==> src/rtl/uart_transmitter_pkg.sv <==
// Shared UART definitions for the board serial link.
// Line levels and frame geometry are common to the transmit and receive halves,
// so both sides agree on polarity and data width from a single place.
package uart_transmitter_pkg;

  // Number of data bits carried in one 8N1 frame.
  localparam int UART_DATA_BITS = 8;

  // Width of the index that walks through the data bits of a frame.
  localparam int BIT_INDEX_W = $clog2(UART_DATA_BITS);

  // Line level driven during the start bit.
  localparam logic START_BIT_LEVEL = 1'b0;

  // Line level driven during the stop bit.
  localparam logic STOP_BIT_LEVEL = 1'b1;

  // Line level while nothing is being sent.
  localparam logic IDLE_LEVEL = 1'b1;

  // Clock cycles per bit on the wire; integer division truncates toward
  // zero, so the real baud rate is never slower than requested.
  function automatic int symbol_edge_time(input int clock_freq, input int baud_rate);
    return clock_freq / baud_rate;
  endfunction

  // Width of a counter that must hold 0..symbol_time-1 with one bit of headroom.
  function automatic int symbol_counter_width(input int symbol_time);
    return $clog2(symbol_time) + 1;
  endfunction

endpackage

==> src/rtl/uart_transmitter_baud_counter.sv <==
// Bit-period timer shared by the UART transmit and receive halves.
// Counts clk cycles within one symbol and emits a single-cycle pulse on the
// last cycle of each symbol. Holding clear keeps it parked at zero, so the
// first symbol after clear is released is always a full period long.
module uart_baud_counter
  import uart_transmitter_pkg::*;
#(
  parameter int SYMBOL_EDGE_TIME = 10
) (
  input  logic clk,
  input  logic reset,
  input  logic clear,
  output logic symbol_done
);

  localparam int COUNT_W = symbol_counter_width(SYMBOL_EDGE_TIME);
  localparam logic [COUNT_W-1:0] TERMINAL = COUNT_W'(SYMBOL_EDGE_TIME - 1);
  localparam logic [COUNT_W-1:0] STEP = COUNT_W'(1);

  logic [COUNT_W-1:0] count;

  // Free-running symbol counter: wraps at the terminal count, parks at zero while cleared.
  always_ff @(posedge clk) begin
    if (reset || clear) begin
      count <= '0;
    end else if (count == TERMINAL) begin
      count <= '0;
    end else begin
      count <= count + STEP;
    end
  end

  // The pulse is suppressed while cleared so a parked counter never advances the caller.
  assign symbol_done = (count == TERMINAL) && !clear;

endmodule

==> src/rtl/uart_transmitter.sv <==
// Transmit half of the board serial link.
// Accepts bytes from an on-chip producer over ready/valid and serialises them
// as 8N1 frames, LSB first. The TX pin is driven straight from a flip-flop so
// the pad never sees decode glitches; the next line level is computed from the
// next state, so the registered output still changes in the same cycle the
// state does.
module uart_transmitter
  import uart_transmitter_pkg::*;
#(
  parameter int CLOCK_FREQ = 125_000_000,
  parameter int BAUD_RATE  = 115_200
) (
  input  logic       clk,
  input  logic       reset,
  input  logic [7:0] data_in,
  input  logic       data_in_valid,
  output logic       data_in_ready,
  output logic       serial_out
);

  localparam int SYMBOL_EDGE_TIME = symbol_edge_time(CLOCK_FREQ, BAUD_RATE);
  localparam logic [BIT_INDEX_W-1:0] LAST_BIT = BIT_INDEX_W'(UART_DATA_BITS - 1);
  localparam logic [BIT_INDEX_W-1:0] INDEX_STEP = BIT_INDEX_W'(1);

  typedef enum logic [1:0] {
    IDLE  = 2'd0,
    START = 2'd1,
    DATA  = 2'd2,
    STOP  = 2'd3
  } tx_state_t;

  tx_state_t state;
  tx_state_t next_state;

  logic [UART_DATA_BITS-1:0] shift_reg;
  logic [UART_DATA_BITS-1:0] shift_next;
  logic [BIT_INDEX_W-1:0]    bit_index;
  logic [BIT_INDEX_W-1:0]    bit_index_next;
  logic                      line_next;
  logic                      counter_clear;
  logic                      symbol_done;
  logic                      accept;

  // A byte changes hands only when the producer offers it and we are idle.
  assign accept = data_in_valid && data_in_ready;

  // The counter is held at zero all through IDLE, which clears it on entry to START.
  uart_baud_counter #(
    .SYMBOL_EDGE_TIME(SYMBOL_EDGE_TIME)
  ) u_baud_counter (
    .clk        (clk),
    .reset      (reset),
    .clear      (counter_clear),
    .symbol_done(symbol_done)
  );

  // State register; reset drops any frame in flight and returns to IDLE.
  always_ff @(posedge clk) begin
    if (reset) begin
      state <= IDLE;
    end else begin
      state <= next_state;
    end
  end

  // Frame sequencing: every transition out of a bit happens on the symbol-done pulse.
  always_comb begin
    next_state = state;
    case (state)
      IDLE: begin
        if (accept) begin
          next_state = START;
        end
      end
      START: begin
        if (symbol_done) begin
          next_state = DATA;
        end
      end
      DATA: begin
        if (symbol_done && (bit_index == LAST_BIT)) begin
          next_state = STOP;
        end
      end
      STOP: begin
        if (symbol_done) begin
          next_state = IDLE;
        end
      end
      default: begin
        next_state = IDLE;
      end
    endcase
  end

  // Output decode: handshake, counter control, and the level the line takes next cycle.
  always_comb begin
    data_in_ready  = (state == IDLE);
    counter_clear  = (state == IDLE);
    shift_next     = shift_reg;
    bit_index_next = bit_index;
    line_next      = IDLE_LEVEL;

    if (accept) begin
      shift_next     = data_in;
      bit_index_next = '0;
    end else if ((state == DATA) && symbol_done) begin
      shift_next     = shift_reg >> 1;
      bit_index_next = bit_index + INDEX_STEP;
    end

    case (next_state)
      IDLE:    line_next = IDLE_LEVEL;
      START:   line_next = START_BIT_LEVEL;
      DATA:    line_next = shift_next[0];
      STOP:    line_next = STOP_BIT_LEVEL;
      default: line_next = IDLE_LEVEL;
    endcase
  end

  // Datapath registers, including the flop that drives the TX pin directly.
  always_ff @(posedge clk) begin
    if (reset) begin
      shift_reg  <= '0;
      bit_index  <= '0;
      serial_out <= IDLE_LEVEL;
    end else begin
      shift_reg  <= shift_next;
      bit_index  <= bit_index_next;
      serial_out <= line_next;
    end
  end

endmodule

==> config.mk <==
export PLATFORM = sky130hd
export DESIGN_NAME = uart_transmitter
export DESIGN_NICKNAME = d
export VERILOG_FILES = /design/src/rtl/uart_transmitter_pkg.sv /design/src/rtl/uart_transmitter_baud_counter.sv /design/src/rtl/uart_transmitter.sv
export SDC_FILE = /design/constraint.sdc
export NUM_CORES = 1
export LEC_CHECK = 0
export CAP_MARGIN = 30
export CORE_AREA = 2 2 54 56
export DETAILED_ROUTE_END_ITERATION = 16
export DIE_AREA = 0 0 56 58
export GPL_TIMING_DRIVEN = 1
export PLACE_DENSITY = 0.76
export SETUP_SLACK_MARGIN = 0.15
export SLEW_MARGIN = 20
export SYNTH_ARGS = -nofsm -noshare
export SYNTH_HDL_FRONTEND = slang
export SYNTH_SLANG_ARGS = --single-unit
==> constraint.sdc <==
create_clock -name clk -period 1.9 [get_ports clk]
set_input_delay 0.285 -clock clk [delete_from_list [all_inputs] [get_ports clk]]
set_output_delay 0.285 -clock clk [all_outputs]
set_load 0.02 [all_outputs]
Word-level counts from Yosys, hierarchy flattened
Cells that the tools add are included.

word-level totals
  output and inout port bits = 2
  flip-flop bits (word level) = 26
  logic and storage cells = 36

operators by class
  add/subtract/negate cells = 2
  equality and inequality tests = 8
  muxes and demuxes = 8
  reduce and logical (&&, ||, !) cells = 12

operators with widths
  operator                                                            count
  8-bit 2-to-1 mux                                                    2
  12-bit by 1-bit adder with 12-bit output (second input constant)    1
  12-bit by 11-bit == test with 1-bit output (second input constant)  1
  2-bit == test (second input constant)                               4
  2-bit 2-to-1 mux                                                    4
  2-bit one-hot mux with 4 select lines                               1
  2-bit OR reduction                                                  3
  2-bit by 1-bit == test with 1-bit output (second input constant)    2
  1-bit logical AND                                                   4
  2-bit zero test                                                     2
  3-bit by 1-bit adder with 3-bit output (second input constant)      1
  3-bit == test (second input constant)                               1
  1-bit one-hot mux with 3 select lines                               1
  2-bit nonzero test                                                  1
  1-bit zero test                                                     1
  1-bit logical OR                                                    1

Logic depth before layout (Yosys ltp)
  word-level depth = 9
  depth in mapped cells = 10
  gate-level depth less buffers = 10

Hierarchy
A second synthesis with hierarchy kept.

unflattened totals
  cell total of the unflattened synthesis = 139
  area total of the unflattened synthesis = 1,263.7 um^2

by module, submodules not included
  module             instances  cells an instance  area each (um^2)
  uart_transmitter   1          74                 695.7
  uart_baud_counter  1          65                 568.0

Worst setup path after synthesis
No wires, ideal clock.

  path kind = reg-to-reg
  start = register u_baud_counter.count[0]
  end = register serial_out
  clock period less this slack = 1.910 ns
  required time = 1.774 ns
  arrival = 1.784 ns
  cell stages (with the launch flop) = 9
  path buffers = 0
  path slack = -0.010 ns
  cells stage by stage = dfxtp_1 -> inv_1 -> ha_1 -> or4b_4 -> nor4_2 -> o21ai_1 -> ha_1 -> a21oi_1 -> o31ai_1

on the way
  cells in the longest elaborated chain, start to end = 8
  elaborated cells between the ends (all ways) = 16
  those cells by class = eq/ne: 4; mux: 7; reduce/logical: 5

ends and longest elaborated chain
  what                                              RTL line                             RTL
  start: declaration                                uart_transmitter_baud_counter.sv:20  logic [COUNT_W-1:0] count;
  start signal: assignment                          uart_transmitter_baud_counter.sv:29  count <= count + STEP;
  12-bit by 11-bit == test with 1-bit output (*)    uart_transmitter_baud_counter.sv:34  assign symbol_done = (count == TERMINAL) && !clear;
  1-bit logical AND (*)                             uart_transmitter_baud_counter.sv:34
  1-bit logical AND                                 uart_transmitter.sv:81               if (symbol_done && (bit_index == LAST_BIT)) begin
  2-bit 2-to-1 mux                                  uart_transmitter.sv:81
  2-bit one-hot mux with 4 select lines             uart_transmitter.sv:69               case (state)
  2-bit == test or 2-bit zero test (tied branches)  uart_transmitter.sv:112              case (next_state)
  2-bit OR reduction (no line)                      --
  1-bit one-hot mux with 3 select lines (*)         uart_transmitter.sv:112
  end signal: assignment                            uart_transmitter.sv:130              serial_out <= line_next;
  end: declaration                                  uart_transmitter.sv:18               output logic serial_out

Every way passes the cells marked *; elsewhere a longest branch is shown, timed or not. The select of a mux whose other input is x is not followed.
A chain may end at the register's enable or synchronous reset.

Worst setup path after layout
Ends and elaborated chain as after synthesis.

==> results.py <==
metrics = {
    "global_route": {
        "grt_pass1_vias": 1060,
        "grt_start_max_net_pins": 15,
        "grt_usage_pct": 16.5,
        "grt_pass1_wl_mm": 4.31,
        "antenna_found_initial": 0,
        "gr-total-overflow": 0,
    },
    "clocking": {
        "cts_buffers": 3,
        "root_buffer": "clkbuf_4",
        "worstSkewPairLatency_ns": 0.32,
        "cts_tree": "built",
        "clkSinkCount": 26,
        "path_clk_slew_ns": 0.14,
        "htreeDepth": 1,
        "cts.path.max_buffers": 2,
    },
    "die": {
        "io_pins": 13,
        "core.rowCount": 19,
        "dieArea_sq_um": 3250,
        "core-area_sq_um": 2660,
        "die_x_um": 56,
        "initial_core_util_pct": 47.2,
        "die_h_um": 58,
    },
    "power": {
        "clockPowerShare_pct": 28.8,
        "p_sw_share_pct": 23.6,
        "p_int_uw": 740,
        "cellLeakagePower_nw": 0.656,
        "combPwrFrac_pct": 11.8,
        "power-per-cell-area_nw_per_um2": 599,
        "p_seq_share_pct": 59.4,
        "p_sw_uw": 229,
        "ir_drop_mv": 0.581,
    },
    "logic_synthesis": {
        "async_flop_share_pct": 0,
        "synth-xor-area-share_pct": 8.37,
        "synth_edf_count": 0,
        "synthesis.nets": 158,
        "syn_area_per_cell_sq_um": 8.91,
        "yosys_most_used_dff": "dfxtp_1",
        "synthSimpleGateAreaFrac_pct": 30.4,
        "synth-adder-area-share_pct": 5.98,
        "synthMuxAreaShare_pct": 1.59,
        "ys_ff_latch": 26,
        "synth_compound_area_share_pct": 7.37,
        "yosysSeqAreaShare_pct": 41.4,
        "syn_inst": 141,
        "ys_types": 34,
        "synth_top_family_by_area": "simple AND/OR/NAND/NOR gates",
        "netlist_area_sq_um": 1260,
        "yosys_warnings": 0,
    },
    "place": {
        "dpl.cell_count": 192,
        "hpwl_mm": 1.87,
        "place_congestion": 0.830,
        "post-place-ws_ns": -0.0396,
        "io_buffers": 12,
    },
    "routing": {
        "drc_errors": 0,
        "wl_per_cell_um": 13.4,
        "drtIter0Drc": 19,
        "drt_first_pass_iters": 4,
        "vias_per_cell": 5.37,
        "ant_nets": 0,
        "wirelength_mm": 2.65,
        "vias": 1064,
    },
    "run_status": {
        "outcome": "finished, violations left",
        "violations": "setup timing",
    },
    "layout": {
        "drive_gt1_share_pct": 27.5,
        "final_cells": 198,
        "n_fill_cell": 222,
        "antenna_cells": 0,
        "areaGrowthSynthToFinish_pct": 28.9,
        "final_nets": 185,
        "largest_reg_flops": 12,
    },
    "timing": {
        "final_hold_viol_count": 0,
        "maxSlewViolCount": 0,
        "setup_viol": 1,
        "rsz0062_at_grt": "yes",
        "layout_setup_ws_ns": -0.0602,
        "fin_skew_ns": 0.000954,
        "max_freq_mhz": 510,
        "post-route-min-period_ns": 1.96,
        "worst-slew-pin-transition_ns": 0.457,
        "slew_headroom_pct": 69.5,
        "min_period_over_period_pct": 103,
    },
    "setup_path": {
        "worst-path-buf-inv": 1,
        "crit_arrival_ns": 2.18,
        "cp_top_family": "simple AND/OR/NAND/NOR gates",
        "cp_cell_sequence": "inv_2, ha_4, or4b_4, nor4_2, o21ai_1, ha_1, a21oi_1, o31ai_1",
        "required_ns": 2.12,
        "crit_path_start_kind": "register",
        "crit_path_max_incr_delay_ns": 0.46,
        "worstPathMaxFanout": 3,
        "end_kind": "register",
        "slowest_stage": "or4b_4",
        "critPathKind": "reg2reg",
    },
    "run": {
        "cap_violations": 0,
    },
    "min_path": {
        "min_path_type": "reg2reg",
    },
}
==> power groups by stage <==
stage | Clock, mW | Combinational (mW) | Sequential, mW
after floorplan | 0 | 0.0562 | 0.585
after global placement | 0 | 0.102 | 0.583
after detailed placement | 0 | 0.106 | 0.584
after CTS | 0.283 | 0.105 | 0.572
after global routing | 0.308 | 0.125 | 0.577
final | 0.279 | 0.115 | 0.575
==> layout by cell type (no fill, tap or decap), drive strengths merged, types with 2 or more instances in the layout <==
cell type	Yosys	routed
ha	6	6
a311oi	5	5
buf	3	16
xor2	9	9
and4	3	3
mux2i	2	2
nor3	6	6
nand2	16	16
inv	7	7
nor2	21	21
xnor2	3	3
clkbuf	3	4
dfxtp	26	26
and3	3	3
nand4	5	5
a21oi	3	3
clkdlybuf4s50	0	11
nand3	7	7
==> synthesized netlist by cell type, types with 2 or more instances <==
cell	count	area, sq um
and4_1	3	26.3
nand2_1	16	60.1
xor2_1	9	78.8
nand4_1	4	25.0
a311oi_1	5	43.8
nor3_1	5	25.0
and3_1	3	18.8
mux2i_1	2	20.0
ha_1	6	75.1
xnor2_1	3	26.3
inv_1	7	26.3
a21oi_1	3	15.0
clkbuf_1	3	11.3
dfxtp_1	26	521
nand3_1	7	35.0
nor2_1	21	78.8
==> stage by stage <==
stage          util [%]  power [mW]  TNS, ns  hold WS (ns)  cell area, sq um
2_1_floorplan         -       0.641  -0.0103         0.357              1260
3_3_place_gp       55.8       0.686  -0.0213         0.448              1490
3_5_place_dp       55.8       0.690  -0.0396         0.459              1490
4_1_cts            57.2       0.960  -0.0625         0.478              1520
5_1_grt            60.8        1.01   -0.142         0.506              1620
6_report           60.8       0.969  -0.0602         0.494              1620
==> logic make-up (layout without fill, tap and decap cells) <==
logic type | after synthesis | after routing
AOI/OAI and AO/OA | 13 | 13
xor gates and xnor gates | 12 | 12
adders and majority gates | 6 | 6
buffers and inverters | 13 | 39
DFF | 26 | 26
muxes | 2 | 2
and+or+nand+nor | 69 | 69
==> layout make-up <==
cell class / count / area, sq um / area share, %
Clock buffer: 4 / 36.3 / 2.24
Inverter: 7 / 26.3 / 1.62
Multi-Input combinational cell: 102 / 752 / 46.4
Sequential cell: 26 / 523 / 32.3
Tap cell: 31 / 38.8 / 2.40
Timing Repair Buffer: 28 / 243 / 15.0
==> worst reg2reg max path, stage by stage (launching register included) <==
cell     delay [ns]
dfxtp_2        0.35
inv_2          0.06
ha_4           0.13
or4b_4         0.46
nor4_2         0.24
o21ai_1        0.13
ha_1           0.31
a21oi_1        0.12
o31ai_1        0.07
==> metal layers <==
metal | GRT usage (%) | up-vias | wire length (um)
li1 | - | 538 | -
met1 | 18.9 | 503 | 1150
met2 | 31.4 | 19 | 1420
met3 | 2.68 | 4 | 58
met4 | 5.10 | 0 | 23
met5 | 0 | - | 0
==> path summary, 6_finish.rpt <==
check                                        startpoint            to  slack [ns]  cells after the start
worst min register to register             shift_reg[4]  shift_reg[4]        0.49                      2
worst max register to register  u_baud_counter.count[0]    serial_out       -0.06                      8
worst min-delay path                       shift_reg[4]  shift_reg[4]        0.49                      2
worst max-delay path            u_baud_counter.count[0]    serial_out       -0.06                      8
==> repair_timing <==
item / 4_1_cts / 5_1_grt
pin swaps: 0 / 12
gates resized for setup: 3 / 21
setup buffers: 0 / 2
endpoints found under the setup margin: 8 / 23
hold buffers: 0 / 0
No activity file was read; power rests on OpenSTA's default activity.
